===== src/rtl/frog_game_sequencer.sv =====
// Game-flow controller for the frog/car game: phase FSM,
// level/lives bookkeeping and the level-scaled car tick.
module frog_game_sequencer #(
  parameter logic [23:0] BASE_PERIOD = 24'd10000000,
  parameter logic [23:0] PERIOD_STEP = 24'd1000000,
  parameter logic [23:0] MIN_PERIOD  = 24'd2000000,
  parameter logic [23:0] HOLD_CYCLES = 24'd25000000,
  parameter logic [1:0]  LIVES_INIT  = 2'd3,
  parameter logic [3:0]  LEVEL_MAX   = 4'd9
) (
  input  logic       i_Clk,
  input  logic       i_Rst_L,
  input  logic       i_Start,
  input  logic       i_Abort,
  input  logic       i_Collision,
  input  logic       i_Frog_At_Top,
  output logic       o_Car_Tick,
  output logic       o_Frog_Reset,
  output logic       o_Frog_Enable,
  output logic [3:0] o_Level,
  output logic [1:0] o_Lives,
  output logic [2:0] o_State
);

  typedef enum logic [2:0] {
    ATTRACT   = 3'd0,
    PLAY      = 3'd1,
    HIT       = 3'd2,
    LEVEL_UP  = 3'd3,
    GAME_OVER = 3'd4
  } state_t;

  state_t      state, state_nxt;
  logic [3:0]  level, level_nxt;
  logic [1:0]  lives, lives_nxt;
  logic [23:0] tick_cnt, hold_cnt;
  logic        frog_rst;
  logic        running, holding, hold_done, at_period;
  logic [3:0]  lvl_m1;
  logic [27:0] prod;
  logic [23:0] period;

  // Product is compared in 28 bits so large levels never wrap
  always_comb begin
    lvl_m1 = (level == 4'd0) ? 4'd0 : level - 4'd1;
    prod   = 28'(lvl_m1) * 28'(PERIOD_STEP);
    if (prod >= 28'(BASE_PERIOD - MIN_PERIOD))
      period = MIN_PERIOD;
    else
      period = BASE_PERIOD - prod[23:0];
  end

  assign running   = (state == ATTRACT) || (state == PLAY);
  assign holding   = (state == HIT) || (state == LEVEL_UP);
  assign hold_done = (hold_cnt == HOLD_CYCLES - 24'd1);
  assign at_period = (tick_cnt >= period - 24'd1);

  always_comb begin
    state_nxt = state;
    level_nxt = level;
    lives_nxt = lives;
    if (i_Abort) begin
      state_nxt = ATTRACT;
      level_nxt = 4'd0;
      lives_nxt = 2'd0;
    end else begin
      unique case (state)
        ATTRACT, GAME_OVER: begin
          if (i_Start) begin
            state_nxt = PLAY;
            level_nxt = 4'd1;
            lives_nxt = LIVES_INIT;
          end
        end
        PLAY: begin
          if (i_Collision) begin
            state_nxt = HIT;
            lives_nxt = (lives == 2'd0) ? lives : lives - 2'd1;
          end else if (i_Frog_At_Top) begin
            state_nxt = LEVEL_UP;
            level_nxt = (level >= LEVEL_MAX) ? LEVEL_MAX
                                             : level + 4'd1;
          end
        end
        HIT: begin
          if (hold_done)
            state_nxt = (lives == 2'd0) ? GAME_OVER : PLAY;
        end
        LEVEL_UP: begin
          if (hold_done)
            state_nxt = PLAY;
        end
        default: state_nxt = ATTRACT;
      endcase
    end
  end

  always_ff @(posedge i_Clk or negedge i_Rst_L) begin
    if (!i_Rst_L) begin
      state    <= ATTRACT;
      level    <= 4'd0;
      lives    <= 2'd0;
      tick_cnt <= 24'd0;
      hold_cnt <= 24'd0;
      frog_rst <= 1'b0;
    end else begin
      state    <= state_nxt;
      level    <= level_nxt;
      lives    <= lives_nxt;
      frog_rst <= (state_nxt == PLAY) && (state != PLAY);
      if (i_Abort || (state_nxt != state) || !running)
        tick_cnt <= 24'd0;
      else if (at_period)
        tick_cnt <= 24'd0;
      else
        tick_cnt <= tick_cnt + 24'd1;
      if (i_Abort || (state_nxt != state) || !holding)
        hold_cnt <= 24'd0;
      else
        hold_cnt <= hold_cnt + 24'd1;
    end
  end

  assign o_Car_Tick    = running && (tick_cnt == period - 24'd1);
  assign o_Frog_Reset  = frog_rst;
  assign o_Frog_Enable = (state == PLAY);
  assign o_Level       = level;
  assign o_Lives       = lives;
  assign o_State       = state;

endmodule


===== config.mk =====
export PLATFORM = sky130hd
export DESIGN_NAME = frog_game_sequencer
export DESIGN_NICKNAME = d
export VERILOG_FILES = /design/src/rtl/frog_game_sequencer.sv
export SDC_FILE = /design/constraint.sdc
export NUM_CORES = 1
export LEC_CHECK = 0
export CAP_MARGIN = 5
export CORE_MARGIN = 2
export CORE_UTILIZATION = 60
export DETAILED_ROUTE_END_ITERATION = 10
export PLACE_DENSITY = 0.79
export SLEW_MARGIN = 10
export SYNTH_ARGS = -nofsm -noshare
export SYNTH_HDL_FRONTEND = slang
export SYNTH_SLANG_ARGS = --single-unit

===== constraint.sdc =====
create_clock -name i_Clk -period 19.1 [get_ports i_Clk]
set_input_delay 3.82 -clock i_Clk [delete_from_list [all_inputs] [get_ports i_Clk]]
set_output_delay 3.82 -clock i_Clk [all_outputs]
set_load 0.005 [all_outputs]

==> key figures <==
Run status
  – Outcome: finished, final reports clean

Floorplan
  – Core region area: about 7800 µm²
  – Die Y: between 90 and 100 µm
  – Initial core utilization: around 62%
  – Die Span X: between 90 and 100 µm
  – Die area: a little under 9000 µm²
  – Ports: 18
  – Rows: 32

Timing
  – # setup viols final: 0
  – Final TNS setup: 0 ns
  – RSZ-0062 raised after global routing: false
  – Hold Vio Cnt, Final: 0
  – Worst Tran Pin Value: roughly 0.73 ns
  – Final WS setup: around 8.4 ns
  – Final min period: between 10 and 15 ns
  – Slew headroom: about half
  – Max-slew violation count: 0
  – Crit share post-route: around 56%
  – Fmax: 93.7 MHz
  – Layout Skew: between 0.01 and 0.015 ns

Critical path
  – Reg2Reg Depth: 25
  – Worst endpoint required time: about 15 ns
  – Critical path type: flip-flop to primary output
  – Setup crit start kind: flip-flop
  – R2R setup slack: ~13 ns
  – Critical Path AT: about 6.9 ns
  – Crit end category: primary output
  – Critical Path Fanout Max: 16

Power and ir drop
  – Pwr/cell area: 92.5 nW/µm²
  – Worst VDD drop: about 0.000050 V
  – Leakage dissipation: about 0.0023 µW

Synth
  – Post-synth EDFFs: 0
  – Top FF cell, synth: dfrtp_1
  – Post-synthesis xor/xnor area fraction: 11.6%
  – Multiplexer area fraction after synthesis: less than 1%
  – Post-Synthesis Net Count: 627
  – Sequential area share after synthesis: between 30% and 40%
  – Yosys cell types: 65
  – Ys async rst share: 100%
  – Post-Synth Simple-Gate Area: between 20% and 30%
  – Synth Area per Inst: 8.50 µm²
  – Synthesized area: around 4800 µm²
  – Synth warn: 0
  – Cells after synthesis: 569
  – Largest family of logic cells by synthesized area: simple AND/OR/NAND/NOR gates
  – Adder-cell share of the synthesized area: approximately 14%
  – Seq cells post-synth: 58
  – Compound-Gate Fraction of Synth Area: 13.5%

Min path
  – Worst min path class: flip-flop to flip-flop
  – Hold-critical path depth: 1

Final layout
  – Commonest non-fill, non-tap cells in the layout: nor2_1 (81), dfrtp_1 (58), ha_1 (47)
  – Finished Layout Cells: between 600 and 700
  – Share of cells above drive strength 1: around 5.3%
  – Fin nets: between 600 and 700
  – Storage cell area: between 1000 and 1500 µm²
  – Antenna fix cells: 0
  – # fillers: a little over 600
  – Commonest non-fill, non-tap cell in the layout: nor2_1
  – Layout area overhead: 9.83%
  – Area of the multi-input gates: around 3200 µm²

CTS
  – Worst-Skew Late Latency: roughly 0.35 ns
  – CTS Buffer Depth: 2
  – Clk slew on worst S/H paths: around 0.080 ns
  – Post-CTS sizing: 0
  – Clk sink count: 58
  – Post-CTS Setup Bufs: 0
  – CTS Buf Count: 9
  – CTS tree: yes
  – H-tree depth: 3
  – Root Buffer: clkbuf_8
  – Hold Buf Count CTS: 0

GRT
  – Vias in the first global route: 4,025
  – First-pass GRT wire length: about 19,000 µm
  – Initial antenna violation count: 0
  – GR peak layer: met2
  – Gr usage total: between 20% and 30%
  – Gr ovfl total: 0
  – Largest net degree at the start of global routing: ~60
  – GR Layer Usage met2: 45.5%
  – Met1 usage: around 36%
  – Met3 Resource Use GR: around 4.5%

Place
  – Inst Count DP: 672
  – Final GP Congestion: between 0.9 and 1
  – Port bufs: 17
  – Dpl ws: between 8 and 9 ns
  – Dpl hpwl: approximately 8200 µm

Detailed routing
  – Post-route DRC: 0
  – Drt wl/cell: between 15 and 20 µm
  – Final WL: 11,100 µm
  – Via-per-instance ratio: 5.97
  – Pre-Repair DR Iteration Count: 5
  – 1st-iter DRT viols: between 200 and 250
  – Antenna viol nets, final: 0
  – Via count: a little over 4,000

Job
  – Maxcap violations: 0
## kinds of logic after synthesis
group                    after synthesis
adder cells (fa/ha/maj)               52
flip-flops                            58
other                                  1
AO/OA/AOI/OAI                         97
multiplexers                           2
AND/OR/NAND/NOR                      248
buffers and inverters                 47
XOR/XNOR                              64
## metrics by stage
stage	area, µm²	total power, µW	hold slack [ns]	util (%)
floorplan	4840	292	0.469	-
global placement	5060	340	0.492	65.2
detailed placement	5060	345	0.498	65.2
CTS	5310	491	0.509	68.4
global route	5310	524	0.554	68.4
finish	5310	491	0.510	68.4
## layout make-up
class	count	area share, %
clock inverters	7	2.36
clock buffers	9	2.33
multi-input cells	464	60.1
well taps	102	2.40
flip-flops and latches	58	27.3
repair buffers	20	3.53
inverters	28	1.98
## metal layers
| metal | wire length [µm] | vias up |
|---|---|---|
| li1 | - | 2028 |
| met1 | 5050 | 1954 |
| met2 | 5440 | 96 |
| met3 | 364 | 27 |
| met4 | 289 | 0 |
| met5 | 0 | - |
## cell usage after synthesis, drive strengths merged (3+ instances only)
library cell  count  share of area (%)
nor3              9                1.0
or3               5               0.65
and2              4               0.52
o21bai            4               0.62
or2               7               0.91
a21oi            20                2.1
xor2             29                5.3
fa                5                2.1
nand3            28                2.9
and4              4               0.72
a211oi            5               0.78
nand3b            6               0.93
clkbuf           14                1.1
a21o              9                1.4
and3             16                2.1
buf               5               0.75
nand4            11                1.4
ha               47                 12
o21ai            19                2.0
nand2            41                3.2
nor4b             3               0.54
inv              28                2.2
nand2b           10                1.3
o211ai            3               0.47
dfrtp            58                 30
nor3b             3               0.47
xnor2            35                6.3
nor2b             8                1.0
nor2             81                6.3
o221ai            3               0.54
a31oi             7               0.91
nor4              5               0.65
## registers in the layout (all words and copies together), names as in the netlist
signal / flops
o_Lives: 2
o_Level: 4
hold_cnt: 24
o_Frog_Reset: 1
o_State: 3
tick_cnt: 24
## where the power goes
part	switching (µW)	internal, µW	total (µW)	leakage [µW]
registers	3.89	125	129	0.000801
logic	130	87.8	218	0.00140
clock network	56.5	88.0	145	0.000124
total	191	301	491	0.00233
## critical path, stage by stage (launching register included)
cell	delay [ns]
dfrtp_1	0.56
inv_1	0.27
ha_1	0.45
nand2b_1	0.13
a21oi_1	0.38
inv_1	0.27
fa_1	0.59
inv_1	0.07
fa_1	0.54
inv_1	0.05
ha_1	0.34
nor2b_1	0.15
o21a_1	0.17
o21ai_0	0.27
a21oi_1	0.12
or3_1	0.35
a211oi_1	0.24
nor2b_1	0.10
ha_1	0.30
nand4_1	0.12
nor2_1	0.15
and3_1	0.19
nand3_1	0.08
nor2_1	0.12
clkdlybuf4s50_1	0.50
## worst paths after layout
| check | start | endpoint |
|---|---|---|
| max | o_Level[0]$_DFFE_PN0P_ | o_Car_Tick |
| min | hold_cnt[0]$_DFF_PN0_ | hold_cnt[0]$_DFF_PN0_ |
| max reg2reg | o_Level[0]$_DFFE_PN0P_ | tick_cnt[17]$_DFF_PN0_ |
| min reg2reg | hold_cnt[0]$_DFF_PN0_ | hold_cnt[0]$_DFF_PN0_ |
| max in group asynchronous | i_Rst_L | hold_cnt[11]$_DFF_PN0_ |
| min in group asynchronous | i_Rst_L | tick_cnt[2]$_DFF_PN0_ |
Power figures use the tool's default switching activity.
